`src/rtl/scratch_defs.sv`:
```
// Shared definitions for the IF scratchpad write side: FSM encoding and
// the address-width derivation used by every module of this block.
package scratch_defs;

  typedef enum logic [1:0] {
    IDLE     = 2'd0,
    FILL     = 2'd1,
    WAIT_REL = 2'd2
  } state_t;

  // A 2-entry scratchpad still needs one address bit.
  function automatic int addr_len(input int depth);
    return (depth <= 2) ? 1 : $clog2(depth);
  endfunction

endpackage

```
`src/rtl/wrap_inc.sv`:
```
// Modulo-DEPTH pointer increment; DEPTH need not be a power of two.
module wrap_inc #(
  parameter int DEPTH = 8,
  parameter int W     = 3
) (
  input  logic [W-1:0] ptr,
  output logic [W-1:0] ptr_inc
);

  assign ptr_inc = (ptr == W'(DEPTH - 1)) ? '0 : ptr + W'(1);

endmodule

```
`src/rtl/if_write_addr_gen.sv`:
```
// IF scratchpad write-address generator: row-oriented fill FSM plus the
// pointer datapath that publishes write/start/end positions to the read side.
import scratch_defs::*;

module if_write_addr_gen_controller (
  input  logic clk,
  input  logic rst_n,
  input  logic start,
  input  logic clear,
  input  logic accept,
  input  logic in_last,
  input  logic row_release,
  output logic fill,
  output logic wait_rel,
  output logic busy
);

  state_t state_q, state_d;
  logic   fill_q, fill_d, wait_q, wait_d, busy_q, busy_d;

  always_comb begin
    state_d = state_q;
    if (clear) begin
      state_d = IDLE;
    end else begin
      case (state_q)
        IDLE:     if (start)              state_d = FILL;
        FILL:     if (accept && in_last)  state_d = WAIT_REL;
        WAIT_REL: if (row_release)        state_d = FILL;
        default:                          state_d = IDLE;
      endcase
    end
    fill_d = (state_d == FILL);
    wait_d = (state_d == WAIT_REL);
    busy_d = (state_d != IDLE);
  end

  always_ff @(posedge clk or negedge rst_n) begin
    if (!rst_n) begin
      state_q <= IDLE;
      fill_q  <= 1'b0;
      wait_q  <= 1'b0;
      busy_q  <= 1'b0;
    end else begin
      state_q <= state_d;
      fill_q  <= fill_d;
      wait_q  <= wait_d;
      busy_q  <= busy_d;
    end
  end

  assign fill     = fill_q;
  assign wait_rel = wait_q;
  assign busy     = busy_q;

endmodule

module if_write_addr_gen_datapath #(
  parameter int DEPTH = 8,
  parameter int WIDTH = 16,
  parameter int AW    = 3
) (
  input  logic             clk,
  input  logic             rst_n,
  input  logic             clear,
  input  logic             fill,
  input  logic             wait_rel,
  input  logic             stall_pipeline,
  input  logic             in_valid,
  input  logic [WIDTH-1:0] in_data,
  input  logic             in_last,
  input  logic             row_release,
  output logic             in_ready,
  output logic             accept,
  output logic             sc_wen,
  output logic [AW-1:0]    sc_waddr,
  output logic [WIDTH-1:0] sc_wdata,
  output logic [AW-1:0]    IF_waddr,
  output logic [AW-1:0]    IF_start_pos,
  output logic [AW-1:0]    IF_end_pos,
  output logic             IF_end_valid,
  output logic             full
);

  localparam int CW = AW + 1;

  logic [AW-1:0] wptr_q, wptr_d, start_pos_q, start_pos_d, end_pos_q, end_pos_d;
  logic [CW-1:0] count_q, count_d;
  logic          end_valid_q, end_valid_d;
  logic [AW-1:0] wptr_inc, end_inc, last_slot;
  logic          rel;

  wrap_inc #(.DEPTH(DEPTH), .W(AW)) u_wptr_inc (.ptr(wptr_q),    .ptr_inc(wptr_inc));
  wrap_inc #(.DEPTH(DEPTH), .W(AW)) u_end_inc  (.ptr(end_pos_q), .ptr_inc(end_inc));

  // Gating in_ready with clear keeps the handshake honest: a beat offered
  // during an abort is neither written nor reported as taken.
  always_comb begin
    full      = (count_q == CW'(DEPTH));
    in_ready  = fill & ~full & ~stall_pipeline & ~clear;
    accept    = in_valid & in_ready;
    rel       = wait_rel & row_release & ~clear;
    last_slot = (start_pos_q == '0) ? AW'(DEPTH - 1) : start_pos_q - AW'(1);

    wptr_d      = wptr_q;
    count_d     = count_q;
    start_pos_d = start_pos_q;
    end_pos_d   = end_pos_q;
    end_valid_d = end_valid_q;

    if (clear) begin
      wptr_d      = '0;
      count_d     = '0;
      start_pos_d = '0;
      end_pos_d   = '0;
      end_valid_d = 1'b0;
    end else begin
      if (accept) begin
        wptr_d  = wptr_inc;
        count_d = count_q + CW'(1);
        if (in_last) begin
          end_pos_d   = wptr_q;
          end_valid_d = 1'b1;
        end
      end
      if (rel) begin
        start_pos_d = end_inc;
        count_d     = '0;
        end_valid_d = 1'b0;
      end
    end
  end

  always_ff @(posedge clk or negedge rst_n) begin
    if (!rst_n) begin
      wptr_q      <= '0;
      count_q     <= '0;
      start_pos_q <= '0;
      end_pos_q   <= '0;
      end_valid_q <= 1'b0;
    end else begin
      wptr_q      <= wptr_d;
      count_q     <= count_d;
      start_pos_q <= start_pos_d;
      end_pos_q   <= end_pos_d;
      end_valid_q <= end_valid_d;
    end
  end

  // When full, pointing at the last written slot puts the reader's
  // distance at DEPTH-1 instead of aliasing to an empty buffer.
  assign IF_waddr     = full ? last_slot : wptr_q;
  assign sc_wen       = accept;
  assign sc_waddr     = wptr_q;
  assign sc_wdata     = in_data;
  assign IF_start_pos = start_pos_q;
  assign IF_end_pos   = end_pos_q;
  assign IF_end_valid = end_valid_q;

endmodule

module if_write_addr_gen #(
  parameter int IF_SCRATCH_DEPTH = 8,
  parameter int IF_SCRATCH_WIDTH = 16,
  parameter int IF_ADDR_LEN      = addr_len(IF_SCRATCH_DEPTH)
) (
  input  logic                        clk,
  input  logic                        rst_n,
  input  logic                        start,
  input  logic                        clear,
  input  logic                        stall_pipeline,
  input  logic                        in_valid,
  input  logic [IF_SCRATCH_WIDTH-1:0] in_data,
  input  logic                        in_last,
  output logic                        in_ready,
  input  logic                        row_release,
  output logic                        sc_wen,
  output logic [IF_ADDR_LEN-1:0]      sc_waddr,
  output logic [IF_SCRATCH_WIDTH-1:0] sc_wdata,
  output logic [IF_ADDR_LEN-1:0]      IF_waddr,
  output logic [IF_ADDR_LEN-1:0]      IF_start_pos,
  output logic [IF_ADDR_LEN-1:0]      IF_end_pos,
  output logic                        IF_end_valid,
  output logic                        full,
  output logic                        busy
);

  logic fill, wait_rel, accept;

  if_write_addr_gen_controller u_ctrl (
    .clk(clk), .rst_n(rst_n), .start(start), .clear(clear),
    .accept(accept), .in_last(in_last), .row_release(row_release),
    .fill(fill), .wait_rel(wait_rel), .busy(busy)
  );

  if_write_addr_gen_datapath #(
    .DEPTH(IF_SCRATCH_DEPTH), .WIDTH(IF_SCRATCH_WIDTH), .AW(IF_ADDR_LEN)
  ) u_dp (
    .clk(clk), .rst_n(rst_n), .clear(clear), .fill(fill), .wait_rel(wait_rel),
    .stall_pipeline(stall_pipeline), .in_valid(in_valid), .in_data(in_data),
    .in_last(in_last), .row_release(row_release), .in_ready(in_ready),
    .accept(accept), .sc_wen(sc_wen), .sc_waddr(sc_waddr), .sc_wdata(sc_wdata),
    .IF_waddr(IF_waddr), .IF_start_pos(IF_start_pos), .IF_end_pos(IF_end_pos),
    .IF_end_valid(IF_end_valid), .full(full)
  );

endmodule

```
`config.mk`:
```
export PLATFORM = sky130hd
export DESIGN_NAME = if_write_addr_gen
export DESIGN_NICKNAME = d
export VERILOG_FILES = /design/src/rtl/scratch_defs.sv /design/src/rtl/wrap_inc.sv /design/src/rtl/if_write_addr_gen.sv
export SDC_FILE = /design/constraint.sdc
export NUM_CORES = 1
export LEC_CHECK = 0
export BUFFER_PORTS_ARGS = -buffer_cell sky130_fd_sc_hd__buf_2
export CAP_MARGIN = 20
export CORE_MARGIN = 3
export CORE_UTILIZATION = 46
export DETAILED_ROUTE_END_ITERATION = 16
export PLACE_DENSITY = 0.82
export RECOVER_POWER = 50
export SLEW_MARGIN = 15
export SYNTH_ARGS = -nofsm -noshare
export SYNTH_HDL_FRONTEND = slang
export SYNTH_SLANG_ARGS = --single-unit
export TNS_END_PERCENT = 10
```
`constraint.sdc`:
```
create_clock -name clk -period 1.9 [get_ports clk]
set_input_delay 0 -clock clk [delete_from_list [all_inputs] [get_ports clk]]
set_output_delay 0 -clock clk [all_outputs]
set_load 0.02 [all_outputs]
```
# Word-level counts from Yosys, hierarchy flattened
# Cells that the tools add are included.
[word_totals] regBits=19 latchBits=0 ramBits=0 romBits=0 input_bits=24 output_inout_bits=33 wordCells=63 n_memories=0
[classes] addsub=4 n_mul=0 div_mod_pow=0 n_lt_le_gt_ge=0 n_eq_ne=7 shifts=0 mux=23 n_bitwise=9 n_reduce_logical=11
[ops] cell="$mux W3" count=11
[ops] cell="$mux W4" count=3
[ops] cell="$mux W2" count=4
[ops] cell="$reduce_bool A2 Y1" count=4
[ops] cell="$add A3 B1 Y3 const B" count=2
[ops] cell="$and A1 B1 Y1" count=6
[ops] cell="$eq A3 B3 Y1 const B" count=2
[ops] cell="$pmux W2 S3" count=1
[ops] cell="$reduce_bool A3 Y1" count=2
[ops] cell="$add A4 B1 Y4 const B" count=1
[ops] cell="$eq A2 B1 Y1 const B" count=2
[ops] cell="$eq A2 B2 Y1 const B" count=2
[ops] cell="$eq A4 B4 Y1 const B" count=1
[ops] cell="$mux W1" count=4
[ops] cell="$reduce_and A2 Y1" count=2
[ops] cell="$logic_not A3 Y1" count=1
[ops] cell="$not A1 Y1" count=3
[ops] cell="$sub A3 B1 Y3 const B" count=1
[ops] cell="$logic_not A2 Y1" count=1
[ops] cell="$logic_and A1 B1 Y1" count=1

# Longest topological paths before layout
# Gate-level depths: netlist of the first run.
[logic_depth] ltp_word=11 mapped_depth=7 mapped_depth_nobuf=6

# By module
# A second synthesis of the first run with hierarchy kept.
[hier_totals] hier_cells=123 area_unflattened_um2=1171.1
[by_module_without_submodules] module="if_write_addr_gen_datapath" n_inst=1 cells_each=100 area_per_inst_um2=902.1 seq_area_each_um2=350.3
[by_module_without_submodules] module="if_write_addr_gen_controller" n_inst=1 cells_each=17 area_per_inst_um2=211.5 seq_area_each_um2=125.1
[by_module_without_submodules] module="wrap_inc" n_inst=2 cells_each=3 area_per_inst_um2=28.8 seq_area_each_um2=0.0

# Least setup slack after synthesis of the first run
# OpenSTA, ideal clock, no wires.
[synth_timing] kind="reg-to-reg" start="register u_dp.count_q[0]" end="register u_dp.count_q[2]" setup_ns=0.078 arrival_time_ns=1.552 required_time_ns=1.822 slack_ns=0.271 path_stages_with_launch=8 n_path_buf=1 synth_period_minus_slack_ns=1.629 path_cell_list="dfrtp_1 > inv_1 > ha_1 > nand3b_2 > inv_2 > buf_2 > or4_1 > a21oi_1"
[synth_via] elab_chain_len=7 word_cells_on_any_way=11 cone_classes="1 x add/sub; 1 x eq/ne; 3 x mux; 5 x bitwise; 1 x reduce/logical"
[synth_rtl] element="start: declaration" line="if_write_addr_gen.sv:88" source="logic [CW-1:0] count_q, count_d;"
[synth_rtl] element="start signal: assignment" line="if_write_addr_gen.sv:143" source="count_q <= count_d;"
[synth_rtl] element="$eq A4 B4 Y1" line="if_write_addr_gen.sv:99" source="full = (count_q == CW'(DEPTH));"
[synth_rtl] element="via full" line="if_write_addr_gen.sv:184" source="output logic full,"
[synth_rtl] element="$not A1 Y1" line="if_write_addr_gen.sv:100" source="in_ready = fill & ~full & ~stall_pipeline & ~clear;"
[synth_rtl] element="$and A1 B1 Y1 (3 in a row)" line="if_write_addr_gen.sv:100"
[synth_rtl] element="$and A1 B1 Y1" line="if_write_addr_gen.sv:101" source="accept = in_valid & in_ready;"
[synth_rtl] element="$reduce_bool A3 Y1 (no line)"
# The timed path passes the listed nets, and every way through them passes these cells. The select of a mux whose other input is x is not followed.
# A chain may end at the register's enable or synchronous reset.

# Worst setup path in the final report of the first run
[layout_timing] start="register u_dp.count_q[0]" end="output port IF_waddr[0]"
[layout_via] elab_chain_len=2
[layout_rtl] element="$eq A4 B4 Y1" line="if_write_addr_gen.sv:99"
[layout_rtl] element="$mux W3" line="if_write_addr_gen.sv:152" source="assign IF_waddr = full ? last_slot : wptr_q;"
[layout_rtl] element="end: declaration" line="if_write_addr_gen.sv:180" source="output logic [IF_ADDR_LEN-1:0] IF_waddr,"
# No other way between the ends.

==> reports/qor.txt, run 1 <==
startpoint types -> flop
Ports -> 57
met3 GRT Util -> 2.07%
Worst slew margin -> 30.8%
slowest stage cell, crit path -> dfrtp_1
busiest grt layer -> met2
CTS root buf -> clkbuf_4
status -> complete, no violations
largest vdd supply drop -> 0.544 mV
synth-to-layout area growth -> 5.57%
# setup viols final -> 0
share of async-settable or async-resettable flops after synthesis -> 100%
worst-margin pin slew -> 1.04 ns
CTS tree -> built
H-tree depth -> 1
antenna violations before repair -> 0
Crit Path Max Fanout -> 11
max-slew violation count -> 0
WP data required -> 1.90 ns
Syn Std Cell Area -> 0.00119 mm2
ANT cells -> 0
Max Cap Viol -> 0
Final Wtd Congestion -> 0.812
via count -> 900
PortBufs -> 24
crit path kind -> flop to primary output
worst clock skew -> 0.00857 ns
Storage cell area -> 475 um2
Critical Path End Type -> primary output
sequential share of the synthesized area -> 40.0%
final worst path period share -> 91.5%
slowest stage delay, CP -> 0.42 ns
multi-input logic area -> 527 um2
r2r worst-path depth -> 6
CTS Buf Count -> 3
Mapped Nets -> 152
Detailed Place HPWL -> 1.69 mm
CTS resizes -> 0
CTS sink count -> 19
largest net degree at the start of global routing -> 20
Syn Inst Count -> 120
Yosys reg bits -> 19
synth warn -> 0
Final Hold Viols -> 0
Initial DRC Count -> 21
vias per inst -> 5.59
hold path endpoint -> sc_wdata[13]
met1 Use GR -> 17.8%
Avg Cell Area, Syn -> 9.92 um2
post-route ant nets -> 0
Main synth FF type -> dfrtp_1
Pre-antenna DRT Iters -> 4
CTS max path bufs -> 2
Final nets -> 166
Starting Density -> 50.9%
Die Area -> 0.00323 mm2
Hold Crit Start -> in_data[13]
reg-to-reg startpoint -> u_dp.count_q[0]$_DFFE_PN0P_
Hold Path Stages -> 0
FP Rows -> 17
die height -> 56.9 um
FMAX -> 0.575 GHz
setup_tns -> 0 ns
share of layout cells above drive strength 1 -> 34.6%
RSZ-0062 raised after global routing -> false
Worst Setup SP -> u_dp.count_q[0]$_DFFE_PN0P_
die width -> 56.9 um
Core ar. -> 0.00234 mm2
Pwr Total -> 0.000694 W
reg2reg setup slack -> 0.18 ns
first-pass GRT wire length -> 3.94 mm
Post-synth EDFFs -> 0
DRC -> 0
GR Util All Layers -> 15.2%
Wirelength per Cell -> 14.0 um
Synth cell types -> 31
Final min period -> 1.74 ns
CP Depth -> 7
Power per Cell Area -> 552 mW/mm2
vias in the first global route -> 930
CP arrival -> 1.74 ns
Reg clk slew, reported paths -> 0.12 ns
Final Routed Wirelength -> 2.26 mm
LEAKAGE -> 0.666 nW
WP buf/inv -> 3
hold crit path type -> input pin to primary output
CP delay by family, top -> buffers and inverters
capturing point of the worst reg2reg path -> u_ctrl.wait_rel$_DFF_PN0_
crit path cell chain -> inv_1 -> ha_1 -> nand3b_2 -> inv_2 -> nor2_1 -> a31oi_1 -> buf_2
Clock Latency Late Sink -> 0.30 ns
number of fillers in the final layout -> 210
grt met2 use -> 27.6%
GRT overflow -> 0
[layer usage]
layer	part of all wire (%)	vias to the layer above	wire length [um]
li1	-	422	-
met2	51	37	1140
met5	0	-	0
met1	41	433	915
met4	2.1	0	48
met3	6.6	8	150
[worst register-to-register path: cells and delay by family (launching register included)]
kind,cells,cell delay [ns]
buffers and inverters,2,0.18
adder cells (fa/ha/maj),1,0.20
flip-flops,1,0.39
AND/OR/NAND/NOR,2,0.69
AO/OA/AOI/OAI,1,0.17
[area by class of cell]
| cell class | instances | area share [%] |
|---|---|---|
| clock inverter | 1 | 0.398 |
| tap | 28 | 2.79 |
| sequential | 19 | 37.8 |
| multi-input combinational | 72 | 41.9 |
| clock buffer | 3 | 1.79 |
| inverter | 10 | 2.99 |
| timing repair buffer | 28 | 12.3 |
[cell usage in the layout, fill, tap and decap left out, drive strengths merged, types with 2 or more instances in the layout]
cell type	netlist	layout
dfrtp	19	19
o21ai	5	5
a31oi	2	2
inv	10	10
a21oi	9	9
nor2	8	8
dlygate4sd3	0	2
ha	8	8
nand2	6	6
mux2	6	6
and2b	5	5
clkbuf	1	4
buf	18	25
nor3	2	2
o41ai	2	2
nand3	6	6
or4	2	2
[Yosys cell counts (2+ instances only)]
library cell	number	share of area, %
ha_1	8	8.4
and2b_2	5	3.7
mux2_2	6	5.7
buf_4	16	10
a31oi_1	2	1.1
nor3_1	2	0.84
o21ai_0	5	2.1
nand2_1	6	1.9
dfrtp_1	19	40
inv_1	9	2.8
o41ai_1	2	1.5
a21oi_1	9	3.8
nor2_1	8	2.5
nand3_1	6	2.5
[how the worst max path moves through the flow]
stage                             endpoint  slack (ns)
2_1_floorplan  u_dp.count_q[2]$_DFFE_PN0P_        0.27
3_3_place_gp     u_ctrl.wait_rel$_DFF_PN0_        0.32
3_5_place_dp     u_ctrl.wait_rel$_DFF_PN0_        0.21
4_1_cts                        IF_waddr[0]        0.16
5_1_grt                        IF_waddr[1]        0.05
6_report                       IF_waddr[0]        0.16
[power by group]
part / internal, W / switching (W)
clock network: 0.0000786 / 0.000133
logic: 0.0000258 / 0.0000387
registers: 0.000411 / 0.00000620
total: 0.000516 / 0.000178
[timing repair]
item,4_1_cts,5_1_grt
hold endpoints to repair,20,0
hold buffers,2,0
buffers inserted,0,2
endpoints found under the setup margin,0,1
[cells by family (layout without fill, tap and decap cells)]
group | Yosys count | in the layout | synth area share [%]
adders and majority gates | 8 | 8 | 8.41
buffers and inverters | 29 | 42 | 15.8
and+or+nand+nor | 38 | 38 | 20.3
DFF | 19 | 19 | 40.0
muxes | 7 | 7 | 6.52
AOI/OAI and AO/OA | 19 | 19 | 9.04
[registers in the layout, summed over array words and instances (netlist names)]
name	cells
u_dp.count_q	4
u_dp.IF_end_pos	3
u_dp.IF_start_pos	3
u_dp.sc_waddr	3
u_ctrl.state_q	2
u_ctrl.busy	1
u_ctrl.fill	1
u_ctrl.wait_rel	1
u_dp.IF_end_valid	1
[stage by stage]
stage	hold WS (ns)	cell area, um2	worst slack, ns	utilization [%]	std cells
after floorplan	-0.296	1190	0.271	-	120
after detailed placement	-0.0282	1190	0.215	51.1	153
after global placement	-0.0371	1190	0.322	51.1	153
after CTS	0.000137	1240	0.157	53.1	159
final	0.00000883	1260	0.161	53.7	161
after global routing	0.0000324	1260	0.0527	53.7	161
(Power assumes the default switching activity.)
==> inputs of run 2 (changes only) <==
Settings changed: CELL_PAD_IN_SITES_DETAIL_PLACEMENT set to 0, CELL_PAD_IN_SITES_GLOBAL_PLACEMENT set to 1, CORE_UTILIZATION 46 to 33, PLACE_DENSITY 0.82 to 0.81.
==> run 2 against run 1 <==
Flip-flop and latch count stayed put. Maximum frequency is 1.6% lower. Design area is 0.30% lower. Die area is 35% higher. Critical path depth stayed put. Critical endpoint unchanged.
==> reports/qor.txt, run 2 (synthesis gave the netlist of run 1 again) <==
Final nets -> 163 (was 166)
first-pass GRT wire length -> 4.24 mm (was 3.94 mm)
reg2reg setup slack -> 0.19 ns (was 0.18 ns)
RSZ-0062 raised after global routing -> false (unchanged)
r2r worst-path depth -> 6 (unchanged)
die height -> 66.0 um (was 56.9 um)
synth-to-layout area growth -> 5.26% (was 5.57%)
most frequent cells in the layout -> buf_2, dfrtp_1, inv_1, a21oi_1 (unchanged)
Final min period -> 1.77 ns (was 1.74 ns)
CTS Buf Count -> 3 (unchanged)
Clock Latency Late Sink -> 0.29 ns (was 0.30 ns)
Worst slew margin -> 31.3% (was 30.8%)
CTS sink count -> 19 (unchanged)
CTS max path bufs -> 2 (unchanged)
antenna violations before repair -> 0 (unchanged)
Final Wtd Congestion -> 0.827 (was 0.812)
most common cell after layout, fill and taps aside -> buf_2 (unchanged)
hold crit path type -> input pin to primary output (unchanged)
LEAKAGE -> 0.648 nW (was 0.666 nW)
die width -> 66.0 um (was 56.9 um)
Reg clk slew, reported paths -> 0.10 ns (was 0.12 ns)
via count -> 872 (was 900)
Power per Cell Area -> 541 mW/mm2 (was 552 mW/mm2)
Pre-antenna DRT Iters -> 4 (unchanged)
CTS resizes -> 0 (unchanged)
max-slew violation count -> 0 (unchanged)
ANT cells -> 0 (unchanged)
Final Hold Viols -> 0 (unchanged)
Initial DRC Count -> 53 (was 21)
Die Area -> 0.00436 mm2 (was 0.00323 mm2)
GR Util All Layers -> 12.4% (was 15.2%)
setup_tns -> 0 ns (unchanged)
Largest register FFs -> 4 (unchanged)
post-route ant nets -> 0 (unchanged)
PortBufs -> 24 (unchanged)
FMAX -> 0.566 GHz (was 0.575 GHz)
Critical Path Sink -> IF_waddr[0] (unchanged)
Core ar. -> 0.00342 mm2 (was 0.00234 mm2)
# setup viols final -> 0 (unchanged)
Starting Density -> 34.8% (was 50.9%)
largest vdd supply drop -> 0.154 mV (was 0.544 mV)
number of fillers in the final layout -> 364 (was 210)
CTS root buf -> clkbuf_4 (unchanged)
multi-input logic area -> 527 um2 (unchanged)
vias in the first global route -> 885 (was 930)
DRC -> 0 (unchanged)
most flop-heavy register -> u_dp.count_q (unchanged)
Max Cap Viol -> 0 (unchanged)
worst clock skew -> 0.00214 ns (was 0.00857 ns)
Storage cell area -> 475 um2 (unchanged)
share of layout cells above drive strength 1 -> 33.1% (was 34.6%)
vias per inst -> 4.95 (was 5.59)
status -> complete, no violations (unchanged)
Placed Cells -> 171 (was 153)
Finished Layout Cells -> 176 (was 161)
crit path kind -> flop to primary output (unchanged)
CP arrival -> 1.77 ns (was 1.74 ns)
largest net degree at the start of global routing -> 20 (unchanged)
CTS tree -> built (unchanged)
H-tree depth -> 1 (unchanged)
final worst path period share -> 93.0% (was 91.5%)
WP data required -> 1.90 ns (about the same)
FP Rows -> 21 (was 17)
worst-margin pin slew -> 1.03 ns (was 1.04 ns)
reg-to-reg startpoint -> u_dp.count_q[0]$_DFFE_PN0P_ (unchanged)
Ports -> 57 (unchanged)
Wirelength per Cell -> 14.3 um (was 14.0 um)
capturing point of the worst reg2reg path -> u_ctrl.state_q[1]$_DFF_PN0_ (was u_ctrl.wait_rel$_DFF_PN0_)
GRT overflow -> 0 (unchanged)
Critical Path End Type -> primary output (unchanged)
startpoint types -> flop (unchanged)
Detailed Place HPWL -> 1.99 mm (was 1.69 mm)
Worst Setup SP -> u_dp.count_q[0]$_DFFE_PN0P_ (unchanged)
Final Routed Wirelength -> 2.51 mm (was 2.26 mm)
Hold Path Stages -> 0 (unchanged)
Crit Path Max Fanout -> 11 (unchanged)
[run 2: changes by cell type in the layout (fill, tap and decap cells not counted), sizes merged]
| cell | change |
|---|---|
| buf | -2 |
| clkbuf | +1 |
| clkinv | -1 |
| dlygate4sd3 | -1 |
[run 2: worst min path at each step]
| stage | from | endpoint | slack (ns) |
|---|---|---|---|
| after floorplan | rst_n | u_ctrl.busy$_DFF_PN0_ | -0.30 |
| after global placement | rst_n | u_dp.sc_waddr[2]$_DFFE_PN0P_ | -0.04 |
| after detailed placement | rst_n | u_dp.sc_waddr[2]$_DFFE_PN0P_ | -0.04 |
| after CTS | in_data[1] | sc_wdata[1] | 0.0001 |
| after global routing | in_data[10] | sc_wdata[10] | 0.00003 |
| final | in_data[10] | sc_wdata[10] | 0.000009 |
[run 2: worst max-delay path: stages, from the launching register on]
cell and delay (ns):
dfrtp_1 0.43, inv_1 0.10, ha_1 0.16, nand3b_2 0.15
inv_2 0.20, nor2_1 0.07, a31oi_1 0.17, buf_2 0.20
[run 2: per-layer routing]
| metal | GRT usage (%) | wire [um] | up-vias |
|---|---|---|---|
| met1 | 16.1 | 1060 | 426 |
| met5 | 0 | 0 | - |
| met2 | 20.7 | 1270 | 25 |
| met3 | 2.38 | 151 | 6 |
| met4 | 4.06 | 30 | 0 |
| li1 | - | - | 415 |
[run 2: timing repair]
item | in CTS | in global routing
endpoints found under the hold margin | 19 | 0
setup buffers | 0 | 0
hold buffers | 1 | 0
[run 2: stage by stage]
step	setup slack, ns	total power [W]	hold WS [ns]	utilization [%]	cell area (um2)
floorplan	0.271	0.000510	-0.296	-	1190
global placement	0.315	0.000485	-0.0434	35.6	1220
detailed placement	0.223	0.000488	-0.0360	35.6	1220
CTS	0.132	0.000688	0.000137	36.7	1250
global route	0.000617	0.000727	0.0000303	36.7	1250
finish	0.133	0.000677	0.00000881	36.7	1250
[run 2: where the power goes]
group | total [W] | internal (W) | switching [W] | leakage, nW
Sequential | 0.000418 | 0.000411 | 0.00000702 | 0.261
Combinational | 0.0000616 | 0.0000232 | 0.0000384 | 0.373
Clock | 0.000198 | 0.0000815 | 0.000116 | 0.0150
Total | 0.000677 | 0.000516 | 0.000162 | 0.648
[run 2: layout make-up]
class | instances | share of cell area [%]
inverters | 10 | 3.00
clock buffers | 4 | 2.10
well taps | 46 | 4.60
multi-input cells | 72 | 42.1
flip-flops and latches | 19 | 38.0
repair buffers | 25 | 10.3
==> inputs of run 3 (changes only) <==
Settings changed: RECOVER_POWER 50 to 100, SLEW_MARGIN 15 to unset.
==> run 3 against run 2 <==
Combinational power down 2%. Maximum frequency down 0.11%. First-iteration DRC count fell by 7.5%. Count of clock-buffer cells in the layout unchanged. Sequential share of layout area grew 0.54 points. Critical endpoint unchanged. Global-route usage unchanged.
==> reports/qor.txt, run 3 (synthesis gave the netlist of run 1 again) <==
status -> complete, no violations (unchanged)
via count -> 861 (was 872)
Crit Path Max Fanout -> 11 (unchanged)
Post-CTS Setup Inserts -> 0 (unchanged)
LEAKAGE -> 0.587 nW (was 0.648 nW)
crit path kind -> flop to primary output (unchanged)
Finished Core Util -> 36.2% (was 36.7%)
CTS Buf Count -> 3 (unchanged)
Critical Path End Type -> primary output (unchanged)
ANT cells -> 0 (unchanged)
post-route ant nets -> 0 (unchanged)
WL met3 -> 138 um (was 151 um)
FP Rows -> 21 (unchanged)
Largest register FFs -> 4 (unchanged)
Die Area -> 0.00436 mm2 (unchanged)
CP arrival -> 1.77 ns (about the same)
Int Pwr -> 0.000514 W (was 0.000516 W)
Post-Route M1 WL -> 1.09 mm (was 1.06 mm)
antenna violations before repair -> 0 (unchanged)
slowest stage cell, crit path -> dfrtp_1 (unchanged)
CTS tree -> built (unchanged)
Final nets -> 163 (unchanged)
Wirelength per Cell -> 14.4 um (was 14.3 um)
CTS sink count -> 19 (unchanged)
RSZ-0062 raised after global routing -> false (unchanged)
synth-to-layout area growth -> 3.79% (was 5.26%)
most flop-heavy register -> u_dp.count_q (unchanged)
Pre-antenna DRT Iters -> 4 (unchanged)
Max Cap Viol -> 0 (unchanged)
share of layout cells above drive strength 1 -> 22.3% (was 33.1%)
Seq pwr share -> 61.8% (was 61.7%)
CTS max path bufs -> 2 (unchanged)
max-slew violation count -> 0 (unchanged)
Clock Latency Late Sink -> 0.28 ns (was 0.29 ns)
Final Routed Wirelength -> 2.54 mm (was 2.51 mm)
Final min period -> 1.77 ns (about the same)
final worst path period share -> 93.1% (was 93.0%)
largest net degree at the start of global routing -> 20 (unchanged)
first-pass GRT wire length -> 4.24 mm (unchanged)
CP delay by family, top -> buffers and inverters (unchanged)
GR Util All Layers -> 12.4% (unchanged)
DRC -> 0 (unchanged)
startpoint types -> flop (unchanged)
die height -> 66.0 um (unchanged)
vias per inst -> 4.89 (was 4.95)
largest vdd supply drop -> 0.154 mV (about the same)
GRT overflow -> 0 (unchanged)
DR top layer -> met4 (unchanged)
slowest stage delay, CP -> 0.43 ns (about the same)
Ports -> 57 (unchanged)
WP buf/inv -> 3 (unchanged)
vias in the first global route -> 885 (unchanged)
Reg clk slew, reported paths -> 0.10 ns (about the same)
Detailed Place HPWL -> 1.99 mm (unchanged)
most frequent cells in the layout -> dfrtp_1, clkbuf_1, inv_1, a21oi_1 (was buf_2, dfrtp_1, inv_1, a21oi_1)
# setup viols final -> 0 (unchanged)
setup_tns -> 0 ns (unchanged)
FMAX -> 0.565 GHz (was 0.566 GHz)
net switching power -> 0.000162 W (about the same)
crit path cell chain -> inv_1 -> ha_1 -> nand3b_2 -> inv_2 -> nor2_1 -> a31oi_1 -> buf_2 (unchanged)
Final Wtd Congestion -> 0.827 (unchanged)
worst clock skew -> 0.000677 ns (was 0.00214 ns)
PortBufs -> 24 (unchanged)
WL met2 -> 1.27 mm (about the same)
die width -> 66.0 um (unchanged)
Starting Density -> 34.8% (unchanged)
Core ar. -> 0.00342 mm2 (unchanged)
H-tree depth -> 1 (unchanged)
Final Hold Viols -> 0 (unchanged)
worst-margin pin slew -> 1.03 ns (about the same)
Worst slew margin -> 31.3% (about the same)
Power per Cell Area -> 548 mW/mm2 (was 541 mW/mm2)
Clock Power Share -> 29.3% (was 29.2%)
Initial DRC Count -> 49 (was 53)
hold crit path type -> input pin to primary output (unchanged)
combinational power share -> 8.9% (was 9.1%)
WP data required -> 1.90 ns (about the same)
Sw Share -> 24.0% (was 23.9%)
most common cell after layout, fill and taps aside -> dfrtp_1 (was buf_2)
CTS root buf -> clkbuf_4 (unchanged)
## run 3: through the flow
step	area, um2	setup WS [ns]	hold WS [ns]	power [W]	instances
2_1_floorplan	1190	0.271	-0.296	0.000510	120
3_3_place_gp	1220	0.315	-0.0434	0.000485	171
3_5_place_dp	1220	0.223	-0.0360	0.000488	171
4_1_cts	1250	0.132	0.000137	0.000688	176
5_1_grt	1230	0.000336	0.0000303	0.000726	176
6_report	1230	0.131	0.00000881	0.000677	176
## run 3: path summary, 6_finish.rpt
check                                               from                             end  slack, ns  cells past startpoint
min                                          in_data[10]                    sc_wdata[10]   0.000009                      0
max                          u_dp.count_q[0]$_DFFE_PN0P_                     IF_waddr[0]       0.13                      7
min in group asynchronous                          rst_n   u_dp.IF_end_valid$_DFFE_PN0P_       0.41                      2
max in group asynchronous                          rst_n  u_dp.IF_end_pos[2]$_DFFE_PN0P_       0.87                      2
min reg2reg                u_dp.IF_end_valid$_DFFE_PN0P_   u_dp.IF_end_valid$_DFFE_PN0P_       0.52                      2
max reg2reg                  u_dp.count_q[0]$_DFFE_PN0P_     u_ctrl.state_q[1]$_DFF_PN0_       0.19                      6
## run 3: power by group through the flow
stage	Combinational [W]	Sequential [W]	Clock (W)
floorplan	0.0000817	0.000428	0
global placement	0.0000592	0.000426	0
detailed placement	0.0000614	0.000426	0
CTS	0.0000631	0.000418	0.000207
global route	0.0000694	0.000420	0.000236
finish	0.0000605	0.000418	0.000198
## run 3: routing by layer
layer	global-route usage [%]	vias up
met3	2.38	6
met2	20.7	21
met1	16.1	418
met5	0	-
li1	-	416
met4	4.06	0
## run 3: area by class of cell
| class | instances | area [um2] |
|---|---|---|
| flip-flops and latches | 19 | 475 |
| well taps | 46 | 57.6 |
| multi-input cells | 72 | 527 |
| fillers | 371 | 2180 |
| repair buffers | 25 | 111 |
| inverters | 10 | 37.5 |
| clock buffers | 4 | 26.3 |
## run 3: what timing repair did
item,CTS,global route
hold endpoints to repair,19,0
gates resized for setup,0,0
hold buffers,1,0
